**src/rtl/dmem_arbiter_if.sv**
```systemverilog
`timescale 1ns/1ps
`default_nettype none
// ============================================================================
//  Module      : dmem_arbiter_if
//  Description : Requester-side bus of the data-memory arbiter. One instance
//                per requester (CPU memory stage, program/debug loader).
//  Revision    : 1.0 - initial release
// ============================================================================
interface dmem_arbiter_if #(
    parameter int DATA_WIDTH = 32
) ();

    // Request payload, driven by the requester
    logic                  req;       // request valid
    logic                  we;        // 1 = store, 0 = load
    logic                  byte_sel;  // 1 = byte access (SB/LBU), 0 = word
    logic [DATA_WIDTH-1:0] addr;      // byte address
    logic [DATA_WIDTH-1:0] wd;        // store data, byte stores use [7:0]

    // Handshake and response, driven by the arbiter
    logic                  gnt;       // request accepted this cycle
    logic                  rvalid;    // response valid
    logic                  rerr;      // response is an error
    logic [DATA_WIDTH-1:0] rd;        // load data, byte loads zero-extended

    modport master (
        output req, we, byte_sel, addr, wd,
        input  gnt, rvalid, rerr, rd
    );

    modport slave (
        input  req, we, byte_sel, addr, wd,
        output gnt, rvalid, rerr, rd
    );

endinterface
`default_nettype wire

```
**src/rtl/dmem_arbiter.sv**
```systemverilog
`timescale 1ns/1ps
`default_nettype none
// ============================================================================
//  Module      : dmem_arbiter
//  Description : Shares the single-port byte-addressed data memory between
//                the CPU memory stage and the loader. Round-robin on
//                conflicts, optional loader lock with a bounded length and a
//                CPU-priority cooldown cycle, alignment/range checking and
//                registered one-cycle-latency responses per requester.
//  Revision    : 1.0 - initial release
// ============================================================================
module dmem_arbiter #(
    parameter int DATA_WIDTH = 32,
    parameter int ADDR_BITS  = 17,
    parameter int MAX_LOCK   = 16
) (
    input  wire logic                  clk,
    input  wire logic                  rst_n,

    dmem_arbiter_if.slave              cpu,
    dmem_arbiter_if.slave              ldr,
    input  wire logic                  ldr_lock,

    output logic                       mem_we,
    output logic                       mem_st_src,
    output logic                       mem_ld_src,
    output logic [DATA_WIDTH-1:0]      mem_addr,
    output logic [DATA_WIDTH-1:0]      mem_wd,
    input  wire logic [DATA_WIDTH-1:0] mem_rd
);

    // ------------------------------------------------------------------------
    // Constants
    // ------------------------------------------------------------------------
    // First illegal byte address, one bit wider than an address so the
    // last-byte computation of a word access near 2**32 cannot wrap.
    localparam logic [DATA_WIDTH:0] c_mem_limit = (DATA_WIDTH+1)'(1) << ADDR_BITS;
    localparam logic [7:0]          c_max_lock  = 8'(MAX_LOCK);
    localparam logic                c_port_cpu  = 1'b0;
    localparam logic                c_port_ldr  = 1'b1;

    typedef enum logic [1:0] {
        ST_ARB      = 2'd0,
        ST_LOCKED   = 2'd1,
        ST_COOLDOWN = 2'd2
    } state_t;

    // ------------------------------------------------------------------------
    // State
    // ------------------------------------------------------------------------
    state_t    state_q,     state_d;
    logic      rr_last_q,   rr_last_d;    // port that won the last conflict
    logic [7:0] lock_cnt_q, lock_cnt_d;   // loader-owned cycles in this lock

    logic                  cpu_rvalid_q, ldr_rvalid_q;
    logic                  cpu_rerr_q,   ldr_rerr_q;
    logic [DATA_WIDTH-1:0] cpu_rd_q,     ldr_rd_q;

    // ------------------------------------------------------------------------
    // Combinational signals
    // ------------------------------------------------------------------------
    logic                  w_cpu_gnt;
    logic                  w_ldr_gnt;
    logic [7:0]            w_cnt_inc;
    logic                  w_cpu_err;
    logic                  w_ldr_err;

    logic                  w_sel_we;
    logic                  w_sel_byte;
    logic                  w_sel_err;
    logic [DATA_WIDTH-1:0] w_sel_addr;
    logic [DATA_WIDTH-1:0] w_sel_wd;
    logic [DATA_WIDTH-1:0] w_resp_rd;

    // A word must be 4-byte aligned; the last byte touched must lie inside
    // the memory.
    function automatic logic addr_err(input logic                  is_byte,
                                      input logic [DATA_WIDTH-1:0] addr);
        logic [DATA_WIDTH:0] last_byte;
        last_byte = {1'b0, addr} + {{(DATA_WIDTH-1){1'b0}}, ~is_byte, ~is_byte};
        return (!is_byte && (addr[1:0] != 2'b00)) || (last_byte >= c_mem_limit);
    endfunction

    assign w_cpu_err = addr_err(cpu.byte_sel, cpu.addr);
    assign w_ldr_err = addr_err(ldr.byte_sel, ldr.addr);

    // Arbitration state register
    always_ff @(posedge clk) begin
        if (!rst_n) begin
            state_q    <= ST_ARB;
            rr_last_q  <= c_port_ldr;   // CPU wins the first conflict
            lock_cnt_q <= 8'd0;
        end else begin
            state_q    <= state_d;
            rr_last_q  <= rr_last_d;
            lock_cnt_q <= lock_cnt_d;
        end
    end

    // Grant decision and next arbitration state
    always_comb begin
        w_cpu_gnt  = 1'b0;
        w_ldr_gnt  = 1'b0;
        state_d    = state_q;
        rr_last_d  = rr_last_q;
        lock_cnt_d = lock_cnt_q;
        w_cnt_inc  = lock_cnt_q + 8'd1;

        if (rst_n) begin
            case (state_q)
                ST_ARB: begin
                    if (cpu.req && ldr.req) begin
                        if (rr_last_q == c_port_ldr) begin
                            w_cpu_gnt = 1'b1;
                            rr_last_d = c_port_cpu;
                        end else begin
                            w_ldr_gnt = 1'b1;
                            rr_last_d = c_port_ldr;
                        end
                    end else begin
                        w_cpu_gnt = cpu.req;
                        w_ldr_gnt = ldr.req;
                    end
                    // A lock only starts on a cycle the loader actually wins
                    if (w_ldr_gnt && ldr_lock) begin
                        state_d    = ST_LOCKED;
                        lock_cnt_d = 8'd1;
                    end
                end

                ST_LOCKED: begin
                    w_ldr_gnt  = ldr.req;
                    lock_cnt_d = w_cnt_inc;
                    // The count includes the cycle that opened the lock, so
                    // the loader owns the memory for at most MAX_LOCK cycles.
                    if (!ldr_lock || (w_cnt_inc >= c_max_lock)) begin
                        state_d = ST_COOLDOWN;
                    end
                end

                ST_COOLDOWN: begin
                    w_cpu_gnt = cpu.req;
                    w_ldr_gnt = ldr.req && !cpu.req;
                    state_d   = ST_ARB;
                    if (w_cpu_gnt) begin
                        rr_last_d = c_port_cpu;
                    end else if (w_ldr_gnt) begin
                        rr_last_d = c_port_ldr;
                    end
                end

                default: begin
                    state_d = ST_ARB;
                end
            endcase
        end
    end

    // Memory drive from the granted port, response data from the memory
    always_comb begin
        w_sel_we   = 1'b0;
        w_sel_byte = 1'b0;
        w_sel_err  = 1'b0;
        w_sel_addr = '0;
        w_sel_wd   = '0;

        if (w_cpu_gnt) begin
            w_sel_we   = cpu.we;
            w_sel_byte = cpu.byte_sel;
            w_sel_err  = w_cpu_err;
            w_sel_addr = cpu.addr;
            w_sel_wd   = cpu.wd;
        end else if (w_ldr_gnt) begin
            w_sel_we   = ldr.we;
            w_sel_byte = ldr.byte_sel;
            w_sel_err  = w_ldr_err;
            w_sel_addr = ldr.addr;
            w_sel_wd   = ldr.wd;
        end

        // Errored requests are consumed but never reach the memory array
        mem_we     = w_sel_we && !w_sel_err;
        mem_st_src = w_sel_byte;
        mem_ld_src = w_sel_byte;
        mem_addr   = w_sel_err ? '0 : w_sel_addr;
        mem_wd     = w_sel_wd;

        if (w_sel_err || w_sel_we) begin
            w_resp_rd = '0;
        end else if (w_sel_byte) begin
            w_resp_rd = {{(DATA_WIDTH-8){1'b0}}, mem_rd[7:0]};
        end else begin
            w_resp_rd = mem_rd;
        end
    end

    // Per-port response registers; rd/rerr hold until the next response
    always_ff @(posedge clk) begin
        if (!rst_n) begin
            cpu_rvalid_q <= 1'b0;
            cpu_rerr_q   <= 1'b0;
            cpu_rd_q     <= '0;
            ldr_rvalid_q <= 1'b0;
            ldr_rerr_q   <= 1'b0;
            ldr_rd_q     <= '0;
        end else begin
            cpu_rvalid_q <= w_cpu_gnt;
            ldr_rvalid_q <= w_ldr_gnt;
            if (w_cpu_gnt) begin
                cpu_rerr_q <= w_sel_err;
                cpu_rd_q   <= w_resp_rd;
            end
            if (w_ldr_gnt) begin
                ldr_rerr_q <= w_sel_err;
                ldr_rd_q   <= w_resp_rd;
            end
        end
    end

    assign cpu.gnt    = w_cpu_gnt;
    assign cpu.rvalid = cpu_rvalid_q;
    assign cpu.rerr   = cpu_rerr_q;
    assign cpu.rd     = cpu_rd_q;

    assign ldr.gnt    = w_ldr_gnt;
    assign ldr.rvalid = ldr_rvalid_q;
    assign ldr.rerr   = ldr_rerr_q;
    assign ldr.rd     = ldr_rd_q;

endmodule
`default_nettype wire

```
**src/flat_wrapper.sv**
```systemverilog
// flat-port wrapper written by rule: the top's interface ports become plain ports
module dmem_arbiter_flat 
#(
    parameter int DATA_WIDTH = 32,
    parameter int ADDR_BITS  = 17,
    parameter int MAX_LOCK   = 16
)
  (clk, rst_n, ldr_lock, mem_we, mem_st_src, mem_ld_src, mem_addr, mem_wd, mem_rd, cpu_req, cpu_we, cpu_byte_sel, cpu_addr, cpu_wd, cpu_gnt, cpu_rvalid, cpu_rerr, cpu_rd, ldr_req, ldr_we, ldr_byte_sel, ldr_addr, ldr_wd, ldr_gnt, ldr_rvalid, ldr_rerr, ldr_rd);
  dmem_arbiter_if #(.DATA_WIDTH(DATA_WIDTH)) cpu_i ();
  dmem_arbiter_if #(.DATA_WIDTH(DATA_WIDTH)) ldr_i ();
  input  wire logic clk;
  input  wire logic rst_n;
  input  wire logic ldr_lock;
  output logic mem_we;
  output logic mem_st_src;
  output logic mem_ld_src;
  output logic [DATA_WIDTH-1:0] mem_addr;
  output logic [DATA_WIDTH-1:0] mem_wd;
  input  wire logic [DATA_WIDTH-1:0] mem_rd;
  input wire logic [$bits(cpu_i.req)-1:0] cpu_req;
  input wire logic [$bits(cpu_i.we)-1:0] cpu_we;
  input wire logic [$bits(cpu_i.byte_sel)-1:0] cpu_byte_sel;
  input wire logic [$bits(cpu_i.addr)-1:0] cpu_addr;
  input wire logic [$bits(cpu_i.wd)-1:0] cpu_wd;
  output wire logic [$bits(cpu_i.gnt)-1:0] cpu_gnt;
  output wire logic [$bits(cpu_i.rvalid)-1:0] cpu_rvalid;
  output wire logic [$bits(cpu_i.rerr)-1:0] cpu_rerr;
  output wire logic [$bits(cpu_i.rd)-1:0] cpu_rd;
  input wire logic [$bits(ldr_i.req)-1:0] ldr_req;
  input wire logic [$bits(ldr_i.we)-1:0] ldr_we;
  input wire logic [$bits(ldr_i.byte_sel)-1:0] ldr_byte_sel;
  input wire logic [$bits(ldr_i.addr)-1:0] ldr_addr;
  input wire logic [$bits(ldr_i.wd)-1:0] ldr_wd;
  output wire logic [$bits(ldr_i.gnt)-1:0] ldr_gnt;
  output wire logic [$bits(ldr_i.rvalid)-1:0] ldr_rvalid;
  output wire logic [$bits(ldr_i.rerr)-1:0] ldr_rerr;
  output wire logic [$bits(ldr_i.rd)-1:0] ldr_rd;
  assign cpu_i.req = cpu_req;
  assign cpu_i.we = cpu_we;
  assign cpu_i.byte_sel = cpu_byte_sel;
  assign cpu_i.addr = cpu_addr;
  assign cpu_i.wd = cpu_wd;
  assign cpu_gnt = cpu_i.gnt;
  assign cpu_rvalid = cpu_i.rvalid;
  assign cpu_rerr = cpu_i.rerr;
  assign cpu_rd = cpu_i.rd;
  assign ldr_i.req = ldr_req;
  assign ldr_i.we = ldr_we;
  assign ldr_i.byte_sel = ldr_byte_sel;
  assign ldr_i.addr = ldr_addr;
  assign ldr_i.wd = ldr_wd;
  assign ldr_gnt = ldr_i.gnt;
  assign ldr_rvalid = ldr_i.rvalid;
  assign ldr_rerr = ldr_i.rerr;
  assign ldr_rd = ldr_i.rd;
  dmem_arbiter #(.DATA_WIDTH(DATA_WIDTH), .ADDR_BITS(ADDR_BITS), .MAX_LOCK(MAX_LOCK)) u_core (.clk(clk), .rst_n(rst_n), .cpu(cpu_i), .ldr(ldr_i), .ldr_lock(ldr_lock), .mem_we(mem_we), .mem_st_src(mem_st_src), .mem_ld_src(mem_ld_src), .mem_addr(mem_addr), .mem_wd(mem_wd), .mem_rd(mem_rd));
endmodule
```
**config.mk**
```make
export PLATFORM = sky130hd
export DESIGN_NAME = dmem_arbiter_flat
export DESIGN_NICKNAME = d
export VERILOG_FILES = /design/src/rtl/dmem_arbiter_if.sv /design/src/rtl/dmem_arbiter.sv /design/src/flat_wrapper.sv
export SDC_FILE = /design/constraint.sdc
export NUM_CORES = 1
export LEC_CHECK = 0
export ABC_CLOCK_PERIOD_IN_PS = 4950
export CAP_MARGIN = 15
export CORE_MARGIN = 1.5
export CORE_UTILIZATION = 33
export DETAILED_ROUTE_END_ITERATION = 10
export PLACE_DENSITY = 0.83
export SYNTH_ARGS = -nofsm -noshare
export SYNTH_HDL_FRONTEND = slang
export SYNTH_SLANG_ARGS = --single-unit
```
**constraint.sdc**
```tcl
create_clock -name clk -period 4.95 [get_ports clk]
set_input_delay 1.2375 -clock clk [delete_from_list [all_inputs] [get_ports clk]]
set_output_delay 1.2375 -clock clk [all_outputs]
set_load 0.05 [all_outputs]
```
==> results.cfg <==
[grt]
antenna_found_initial = 2
grt_pass1_wl_mm = 29.95
grt_max_degree = 49
grt_pass1_vias = 5673
grt_overflow = 0
track_usage_pct = 26.42

[drt]
firstDrtPassIters = 5
drc = 0
routed_wirelength_mm = 19.65
viasPerCell = 5.541
wl_per_cell_um = 19.75
ant_nets = 0
drt-initial-drc-count = 393
via_count = 5513

[cells_and_area]
final_cells = 995
final_common_cell = clkdlybuf4s50_1
seq_area_um2 = 1582
nets = 989
fillCellCount = 964
syn2layout_area_growth_pct = 100.5
final_util_pct = 68.28
multiInputGateArea_um2 = 2825
mostFrequentLayoutCells = clkdlybuf4s50_1, dfxtp_1, buf_4
final_layout_size_suffix_gt1_share_pct = 25.34

[critical_path]
r2r_start = u_core.state_q[1]$_SDFFE_PN0P_
cp-start-kind = input pin
cp_max_fo = 5
cp.arrival_ps = 3990
cp.required_ps = 3710
crit_end = mem_addr[13]
r2r_end = u_core.ldr.rd[19]$_SDFFE_PN0P_
critical_path_class = in2out
r2r_cells = 11
startpoint = ldr_addr[16]
r2r_setup_slack_ps = 2220
cp-end-kind = output pin

[placed_design]
post-place-cells = 967
gp_congestion = 0.9026
place_hpwl_mm = 15.55
port_buffers = 291

[sta]
finalSetupTns_ps = -4791
max_clock_freq_ghz = 0.1913
rsz0062_at_grt = true
slew_headroom_pct = 62.89
period_minus_slack_ps = 5228
hold_viol_final = 0
setup_viol = 19
fin_skew_ps = 8.787
setup_ws_ps = -278.2
slew_viol_final = 0
period_share_pct = 105.6
worst_pin_slew_ps = 554.9

[floorplan]
core-area_um2 = 13300
die_w_um = 120.1
dieArea_um2 = 14430
num_rows = 42
num_io_pins = 306
die-height_um = 120.1
initial_utilization_pct = 34.05

[synth]
synthesis.area_um2 = 4527
synthCells = 471
seq_area_frac_synth_pct = 34.94
synthFlopType = dfxtp_1
avgSynthCellArea_um2 = 9.611
synth-edff-count = 0
synthArstFlopShare_pct = 0
ys_seq_elements = 79
ys_types = 60
yosysWarningCount = 0

[power]
power.total_mw = 1.839
p_leak_nw = 3.621
power_density_nw_per_um2 = 202.6
peakVddDrop_v = 0.0002282

[clock_tree]
ctsHoldBuffers = 0
cts_buffers = 9
htreeDepth = 3
cts_tree = done
clk_pin_slew_ps = 60
numClockSinks = 79
cts_buffer_depth = 2
cts-root-buf = clkbuf_16
clkLatencyLatePin_ps = 330

[run_status]
outcome = complete, but fails checks
violations = setup timing

[worst_hold_path]
hold_class = reg2reg

[job]
maxCapViolCount = 0
worst max-delay path, cell delays in order:
cell and delay (ps):
clkdlybuf4s50_1 500, nand4_1 210, or4_4 520, nor4_4 300, mux2i_1 120, a211oi_2 310
nand4_4 130, buf_12 180, nand2_4 100, a32o_2 210, buf_12 140
worst min-delay path by stage:
stage | startpoint | endpoint | cells after the start
2_1_floorplan | u_core.lock_cnt_q[1]$_SDFFE_PN0P_ | u_core.lock_cnt_q[1]$_SDFFE_PN0P_ | 2
3_3_place_gp | u_core.cpu.rd[20]$_SDFFE_PN0P_ | u_core.cpu.rd[20]$_SDFFE_PN0P_ | 1
3_5_place_dp | u_core.ldr.rd[27]$_SDFFE_PN0P_ | u_core.ldr.rd[27]$_SDFFE_PN0P_ | 1
4_1_cts | u_core.ldr.rd[27]$_SDFFE_PN0P_ | u_core.ldr.rd[27]$_SDFFE_PN0P_ | 1
5_1_grt | u_core.ldr.rd[27]$_SDFFE_PN0P_ | u_core.ldr.rd[27]$_SDFFE_PN0P_ | 1
6_report | u_core.ldr.rd[27]$_SDFFE_PN0P_ | u_core.ldr.rd[27]$_SDFFE_PN0P_ | 1
cell families (layout without fill, tap and decap cells):
group | after synthesis | count (layout) | share of synthesized area (%)
adders and majority gates | 7 | 7 | 2.266
and+or+nand+nor | 139 | 142 | 19.60
AOI/OAI and AO/OA | 168 | 168 | 32.28
DFF | 79 | 79 | 34.94
other | 1 | 16 | 0.08284
xor gates and xnor gates | 9 | 9 | 1.741
muxes | 7 | 7 | 1.575
buffers and inverters | 61 | 391 | 7.518
layout make-up:
type,instances,area share (%)
antenna,2,0.05513
clock buffer,10,2.522
sequential,79,17.42
clock inverter,5,0.6478
tap,176,2.426
timing repair buffer,366,45.36
inverter,10,0.4411
multi-input combinational,347,31.12
Yosys cell counts (all sizes together), types with 5 or more instances:
cell    number  area [um2]
a21oi       13       87.58
a22o        49       429.2
a32o        66       660.6
and2         5       31.28
and3        14       87.58
buf         25       205.2
clkbuf      26       97.59
dfxtp       79        1582
ha           5       62.56
inv         10       37.54
mux2i        6       60.06
nand2       23       88.84
nand2b       5       31.28
nand3       22       115.1
nand4       14       130.1
nor2        18       70.07
nor2b        6       37.54
nor3         6       30.03
nor4         8       111.4
o21ai       14       70.06
xor2         6       52.55
layer usage:
| layer | GRT usage [%] | share of wire, % | vias up |
|---|---|---|---|
| met3 | 5.038 | 7.1 | 48 |
| li1 | - | - | 2544 |
| met5 | 0 | 0 | - |
| met4 | 12.87 | 3.5 | 0 |
| met1 | 27.93 | 35 | 2636 |
| met2 | 49.71 | 54 | 285 |
state kept, by name, summed over array words and instances (netlist names):
signal / count
u_core.cpu.rvalid: 1
u_core.lock_cnt_q: 8
u_core.state_q: 2
u_core.rr_last_q: 1
u_core.cpu.rerr: 1
u_core.ldr.rerr: 1
u_core.cpu.rd: 32
u_core.ldr.rd: 32
u_core.ldr.rvalid: 1
where the power goes:
group | switching (mW) | total, mW | internal [mW]
logic | 0.282 | 0.555 | 0.273
clock network | 0.249 | 0.637 | 0.388
registers | 0.00518 | 0.646 | 0.641
total | 0.536 | 1.84 | 1.30
what timing repair did:
item	4_1_cts	5_1_grt
pin swaps	24	8
gates resized for setup	35	4
setup buffers	7	0
gates cloned	4	0
setup endpoints to repair	19	19
through the flow:
stage	setup WS [ps]	hold slack, ps	area, um2
after floorplan	6.655	466.9	4639
after global placement	-313.1	447.4	8576
after detailed placement	-413.5	455.2	8576
after CTS	-232.5	468.7	9050
after global routing	-331.2	477.3	9077
final	-278.2	465.4	9077
Power figures use the tool's default switching activity.
